<file path="src/rtl/branch_sequencer.sv">
// branch_sequencer: program-flow sequencer owning the PC and a private
// return-address stack. Resolves jump/call/return (optionally conditioned on
// the zero flag), stalls on en=0, and halts on OP_HALT or stack misuse.
//
// Build option: define BRANCH_SEQ_STACK_WRAP_EN to make the return stack
// circular (a call on a full stack overwrites the oldest entry instead of
// raising err_overflow and halting). Underflow handling is the same in both.
module branch_sequencer #(
    parameter int unsigned PC_WIDTH          = 5,
    parameter int unsigned OPCODE_WIDTH      = 6,
    parameter int unsigned INSTRUCTION_WIDTH = 40,
    parameter int unsigned STACK_DEPTH       = 4,
    parameter logic [OPCODE_WIDTH-1:0] OP_JMP  = OPCODE_WIDTH'(6'h10),
    parameter logic [OPCODE_WIDTH-1:0] OP_JMP0 = OPCODE_WIDTH'(6'h11),
    parameter logic [OPCODE_WIDTH-1:0] OP_JMP1 = OPCODE_WIDTH'(6'h12),
    parameter logic [OPCODE_WIDTH-1:0] OP_CALL = OPCODE_WIDTH'(6'h13),
    parameter logic [OPCODE_WIDTH-1:0] OP_CAL0 = OPCODE_WIDTH'(6'h14),
    parameter logic [OPCODE_WIDTH-1:0] OP_CAL1 = OPCODE_WIDTH'(6'h15),
    parameter logic [OPCODE_WIDTH-1:0] OP_RET  = OPCODE_WIDTH'(6'h16),
    parameter logic [OPCODE_WIDTH-1:0] OP_RET0 = OPCODE_WIDTH'(6'h17),
    parameter logic [OPCODE_WIDTH-1:0] OP_RET1 = OPCODE_WIDTH'(6'h18),
    parameter logic [OPCODE_WIDTH-1:0] OP_HALT = OPCODE_WIDTH'(6'h3F)
) (
    input  logic                                 clk,
    input  logic                                 rst_n,
    input  logic                                 en,
    input  logic [INSTRUCTION_WIDTH-1:0]         instr,
    input  logic                                 zero_flag,
    output logic [PC_WIDTH-1:0]                  pc,
    output logic                                 taken,
    output logic                                 pushed,
    output logic                                 popped,
    output logic [$clog2(STACK_DEPTH+1)-1:0]     depth,
    output logic                                 err_overflow,
    output logic                                 err_underflow,
    output logic                                 halted
);

    localparam int unsigned DEPTH_W = $clog2(STACK_DEPTH + 1);
    localparam int unsigned PTR_W   = (STACK_DEPTH > 1) ? $clog2(STACK_DEPTH) : 1;

    typedef enum logic [0:0] {
        S_RUN  = 1'b0,
        S_HALT = 1'b1
    } state_e;

    // Registered state
    state_e                state_q, state_d;
    logic [PC_WIDTH-1:0]   pc_q, pc_d;
    logic [DEPTH_W-1:0]    depth_q, depth_d;
    logic [PTR_W-1:0]      top_q, top_d;
    logic [PC_WIDTH-1:0]   stack_q [STACK_DEPTH];
    logic [PC_WIDTH-1:0]   stack_d [STACK_DEPTH];
    logic                  taken_q, taken_d;
    logic                  pushed_q, pushed_d;
    logic                  popped_q, popped_d;
    logic                  ovf_q, ovf_d;
    logic                  unf_q, unf_d;
    logic                  halted_q, halted_d;

    // Decode results
    logic [OPCODE_WIDTH-1:0] opcode_c;
    logic [PC_WIDTH-1:0]     target_c;
    logic                    is_jmp_c;
    logic                    is_call_c;
    logic                    is_ret_c;
    logic                    is_halt_c;
    logic                    cond_c;

    // Derived arithmetic
    logic [PC_WIDTH-1:0]     pc_inc_c;
    logic [PTR_W-1:0]        top_inc_c;
    logic [PTR_W-1:0]        top_dec_c;
    logic                    stack_full_c;
    logic                    stack_empty_c;

    // Only the opcode and target fields matter; the rest of the word is ignored
    logic unused_instr;
    assign unused_instr = ^instr;

    // Field extraction and opcode classification with condition evaluation
    always_comb begin
        opcode_c  = instr[32 +: OPCODE_WIDTH];
        target_c  = instr[24 +: PC_WIDTH];
        is_jmp_c  = 1'b0;
        is_call_c = 1'b0;
        is_ret_c  = 1'b0;
        is_halt_c = 1'b0;
        cond_c    = 1'b0;
        case (opcode_c)
            OP_JMP: begin
                is_jmp_c = 1'b1;
                cond_c   = 1'b1;
            end
            OP_JMP0: begin
                is_jmp_c = 1'b1;
                cond_c   = zero_flag;
            end
            OP_JMP1: begin
                is_jmp_c = 1'b1;
                cond_c   = ~zero_flag;
            end
            OP_CALL: begin
                is_call_c = 1'b1;
                cond_c    = 1'b1;
            end
            OP_CAL0: begin
                is_call_c = 1'b1;
                cond_c    = zero_flag;
            end
            OP_CAL1: begin
                is_call_c = 1'b1;
                cond_c    = ~zero_flag;
            end
            OP_RET: begin
                is_ret_c = 1'b1;
                cond_c   = 1'b1;
            end
            OP_RET0: begin
                is_ret_c = 1'b1;
                cond_c   = zero_flag;
            end
            OP_RET1: begin
                is_ret_c = 1'b1;
                cond_c   = ~zero_flag;
            end
            OP_HALT: begin
                is_halt_c = 1'b1;
            end
            default: begin
                cond_c = 1'b0;
            end
        endcase
    end

    // PC increment and circular stack pointer arithmetic
    always_comb begin
        pc_inc_c      = pc_q + PC_WIDTH'(1);
        top_inc_c     = (top_q == PTR_W'(STACK_DEPTH - 1)) ? '0 : top_q + PTR_W'(1);
        top_dec_c     = (top_q == '0) ? PTR_W'(STACK_DEPTH - 1) : top_q - PTR_W'(1);
        stack_full_c  = (depth_q == DEPTH_W'(STACK_DEPTH));
        stack_empty_c = (depth_q == '0);
    end

    // Next-state, stack update and pulse generation
    always_comb begin
        state_d  = state_q;
        pc_d     = pc_q;
        depth_d  = depth_q;
        top_d    = top_q;
        stack_d  = stack_q;
        taken_d  = 1'b0;
        pushed_d = 1'b0;
        popped_d = 1'b0;
        ovf_d    = ovf_q;
        unf_d    = unf_q;

        case (state_q)
            S_RUN: begin
                if (en) begin
                    if (is_halt_c) begin
                        state_d = S_HALT;
                    end else if (is_jmp_c && cond_c) begin
                        pc_d    = target_c;
                        taken_d = 1'b1;
                    end else if (is_call_c && cond_c) begin
                        if (!stack_full_c) begin
                            stack_d[top_q] = pc_inc_c;
                            top_d          = top_inc_c;
                            depth_d        = depth_q + DEPTH_W'(1);
                            pc_d           = target_c;
                            taken_d        = 1'b1;
                            pushed_d       = 1'b1;
                        end else begin
`ifdef BRANCH_SEQ_STACK_WRAP_EN
                            // Full ring: top_q points at the oldest slot
                            stack_d[top_q] = pc_inc_c;
                            top_d          = top_inc_c;
                            pc_d           = target_c;
                            taken_d        = 1'b1;
                            pushed_d       = 1'b1;
`else
                            ovf_d   = 1'b1;
                            state_d = S_HALT;
`endif
                        end
                    end else if (is_ret_c && cond_c) begin
                        if (!stack_empty_c) begin
                            pc_d     = stack_q[top_dec_c];
                            top_d    = top_dec_c;
                            depth_d  = depth_q - DEPTH_W'(1);
                            taken_d  = 1'b1;
                            popped_d = 1'b1;
                        end else begin
                            unf_d   = 1'b1;
                            state_d = S_HALT;
                        end
                    end else begin
                        pc_d = pc_inc_c;
                    end
                end
            end
            S_HALT: begin
                state_d = S_HALT;
            end
            default: begin
                state_d = S_HALT;
            end
        endcase

        halted_d = (state_d == S_HALT);
    end

    // State register with synchronous active-low reset
    always_ff @(posedge clk) begin
        if (!rst_n) begin
            state_q  <= S_RUN;
            pc_q     <= '0;
            depth_q  <= '0;
            top_q    <= '0;
            taken_q  <= 1'b0;
            pushed_q <= 1'b0;
            popped_q <= 1'b0;
            ovf_q    <= 1'b0;
            unf_q    <= 1'b0;
            halted_q <= 1'b0;
            for (int i = 0; i < int'(STACK_DEPTH); i++) begin
                stack_q[i] <= '0;
            end
        end else begin
            state_q  <= state_d;
            pc_q     <= pc_d;
            depth_q  <= depth_d;
            top_q    <= top_d;
            taken_q  <= taken_d;
            pushed_q <= pushed_d;
            popped_q <= popped_d;
            ovf_q    <= ovf_d;
            unf_q    <= unf_d;
            halted_q <= halted_d;
            for (int i = 0; i < int'(STACK_DEPTH); i++) begin
                stack_q[i] <= stack_d[i];
            end
        end
    end

    // Output mapping
    assign pc            = pc_q;
    assign taken         = taken_q;
    assign pushed        = pushed_q;
    assign popped        = popped_q;
    assign depth         = depth_q;
    assign err_overflow  = ovf_q;
    assign err_underflow = unf_q;
    assign halted        = halted_q;

endmodule
</file>
<file path="config.mk">
export PLATFORM = sky130hd
export DESIGN_NAME = branch_sequencer
export DESIGN_NICKNAME = d
export VERILOG_FILES = /design/src/rtl/branch_sequencer.sv
export SDC_FILE = /design/constraint.sdc
export NUM_CORES = 1
export LEC_CHECK = 0
export ABC_AREA = 1
export BUFFER_PORTS_ARGS = -buffer_cell sky130_fd_sc_hd__buf_2
export CORE_MARGIN = 3
export CORE_UTILIZATION = 53
export CTS_CLUSTER_SIZE = 16
export DETAILED_ROUTE_END_ITERATION = 6
export PLACE_DENSITY = 0.8
export SYNTH_ARGS = -nofsm -noshare
export SYNTH_HDL_FRONTEND = slang
export SYNTH_SLANG_ARGS = --single-unit
</file>
<file path="constraint.sdc">
create_clock -name clk -period 2.07 [get_ports clk]
set_clock_uncertainty 0.15 [all_clocks]
set_input_delay 0.207 -clock clk [delete_from_list [all_inputs] [get_ports clk]]
set_output_delay 0.207 -clock clk [all_outputs]
set_load 0.005 [all_outputs]
</file>
==> run metrics <==
Post-Syn Instances 322; ranking of synthesized cells by area dfxtp_1, nor2_1, nand2_1, inv_1, o21ai_1; Post-CTS Setup Bufs 0; grt met3 use 5.40%; run status complete, no violations; worst path bufs/invs 2; FF/Latch Area 721 sq um; Hold Buf Count CTS 0; vias in the first global route 1,908; Final HPWL DP 3.66 mm; Die Ht 71.0 um; Sink Count 36; GRT Max-Usage Layer met2; Tmin final 1.89 ns; setup slack at placement 0.0380 ns; drt total wl 4.76 mm; WL/cell 11.5 um; post-synthesis async set-or-reset flop share 0%; fmax 0.530 GHz; Chip Width 71.0 um; Mean Syn Cell Area 6.96 sq um; biggest area consumer among synthesized cells dfxtp_1; n_diodes 0; sequential area share after synthesis 32.2%; 1st-iter DRT viols 89; Slew Limit Fails 0; flop2flop setup slack 0.18 ns; total CTS buffers 5; met2 usage 33.0%; Crit Path Class reg2reg; placed insts 407; Arr. time, crit path 1.92 ns; #FFs+latches synth 36; mapped cell area 0.00224 sq mm; CTS clk-pin slew, worst paths 0.08 ns; Hold Vio Cnt, Final 0; Rel. slew slack 67.2%; Non-Filler Instances 415; Final Cycle Share 91.1%; Clock Latency Late Sink 0.29 ns; crit path max fanout 6; max incr delay on CP 0.36 ns; Final setup violation count 0; gr usage total 20.4%; largest net degree at the start of global routing 25; layout cells sized above 1 24.1%; CTS tree built; startpoint class of the critical path flip-flop; footprint of the multi-input gates 0.00131 sq mm; vias 2,099; Rows 23; Ys Warns 0; Initial Util 55.6%; Yosys top cell area share 32.2%; P per Cell Area 554 mW/mm^2; router iterations before antenna repair 4; Hold Worst Slack 0.00952 ns; port bufs 28; met1 Resource Use GR 26.3%; DRC Markers 0; most frequent cell after synthesis nor2_1; delay-heaviest family, CP simple AND/OR/NAND/NOR gates; actual slew at the worst max-slew pin 0.489 ns; crit-path cells inv_1 > ha_2 > inv_1 > o21ai_0 > nor2_1 > a21oi_1 > nand3_1 > nand3_2 > o21ai_1 > nor2_1 > nor2_1; Static Leakage 0.00136 uW; vias per inst 5.06; IO Count 58; worst hold path class in2reg; Nets 414; CTS Buffer Depth 2; number of synthesized flops with an enable pin 0; first-pass GRT wire length 8.29 mm; Layout area overhead 16.5%; post-synth net total 372; Cell variety after synth 30; Max VDD drop 414 uV; dominant synthesized flop cell dfxtp_1; Critical Path RT 2.11 ns; Worst setup EP type flip-flop; TNS Setup 0 ns; total gr overflow 0; RSZ-0062 raised after global routing false; clock root buffer clkbuf_8; total of max-cap violations 0; Final Power 1450 uW; most frequent CP cell nor2_1; Core Area 0.00403 sq mm; GP Congestion 0.858; depth of the CTS H-tree 2; slowest stage cell, crit path ha_2; initial antenna violation count 0; synth cell count leaders nor2_1, nand2_1, inv_1; die area 0.00504 sq mm; ANT nets after route 0; final worst setup slack 0.184 ns; fill cell count 377
## registers in the layout, indices dropped and copies added (netlist names)
name	cells
depth	3
err_overflow	1
err_underflow	1
halted	1
pc	5
popped	1
pushed	1
stack_q	20
taken	1
top_q	2
## power breakdown
group          switching [uW]  total [uW]  internal [uW]
sequential               9.52         711            702
clock                     269         542            272
combinational             121         193           72.0
total                     400        1450           1050
## worst reg2reg max path, cell delays in order (launching register included)
cell     delay, ns
dfxtp_1       0.34
inv_1         0.06
ha_2          0.36
inv_1         0.12
o21ai_0       0.10
nor2_1        0.06
a21oi_1       0.17
nand3_1       0.13
nand3_2       0.09
o21ai_1       0.06
nor2_1        0.09
nor2_1        0.04
## per-stage QoR
step | cell area (sq um) | util (%)
after floorplan | 2240 | -
after global placement | 2500 | 62.1
after detailed placement | 2500 | 62.1
after CTS | 2600 | 64.5
after global routing | 2610 | 64.8
final | 2610 | 64.8
## path summary, 6_finish.rpt
check | startpoint | end | cells after the start
max | top_q[0]$_SDFFE_PN0P_ | pc[4]$_SDFFE_PN0P_ | 11
min | en | halted$_SDFF_PN0_ | 3
max reg2reg | top_q[0]$_SDFFE_PN0P_ | pc[4]$_SDFFE_PN0P_ | 11
min reg2reg | stack_q[19]$_SDFFE_PN0P_ | stack_q[19]$_SDFFE_PN0P_ | 2
## cell type report
class	instances	share of cell area [%]
clock buffer	6	3.16
tap	50	2.40
inverter	49	7.24
sequential	36	27.6
multi-input combinational	232	50.2
clock inverter	2	0.527
timing repair buffer	40	8.82
## repair_timing
item,4_1_cts,5_1_grt
hold endpoints to repair,0,0
gates resized for setup,0,6
setup endpoints to repair,0,5
## placed cells by master, fill, tap and decap left out
master / netlist / final
clkinv_2: 0 / 1
o21ai_4: 2 / 2
nand2_2: 5 / 5
o21ai_1: 17 / 19
nand2_8: 1 / 1
nor2_2: 3 / 3
nand3_1: 14 / 14
nor3_1: 2 / 2
nand3b_1: 3 / 3
o211ai_1: 1 / 1
clkbuf_8: 0 / 6
nand2_1: 56 / 55
o22ai_1: 4 / 4
xor2_1: 4 / 4
o21ai_2: 2 / 2
inv_6: 1 / 2
inv_2: 5 / 6
nand2_4: 4 / 5
a21oi_1: 12 / 12
nor2_1: 68 / 68
inv_1: 43 / 42
nor2_4: 1 / 1
buf_4: 0 / 12
nand3_4: 4 / 4
o21ai_0: 13 / 11
ha_1: 5 / 4
or2_1: 1 / 1
nand3_2: 6 / 6
dfxtp_1: 36 / 36
nor2_8: 3 / 3
fa_1: 1 / 1
buf_2: 0 / 28
ha_2: 0 / 1
## routing by layer
layer / wire length [um] / part of all wire (%) / up-vias
met5: 0 / 0 / -
met4: 68 / 1.4 / 0
met3: 198 / 4.2 / 10
met2: 2250 / 47 / 37
met1: 2240 / 47 / 957
li1: - / - / 1095
## logic make-up after synthesis
kind of cell,Yosys count,synth area share [%]
XOR/XNOR,4,1.56
AND/OR/NAND/NOR,171,39.8
flip-flops,36,32.2
AO/OA/AOI/OAI,51,13.1
adder cells (fa/ha/maj),6,3.69
buffers and inverters,54,9.77
Power figures use the tool's default switching activity.
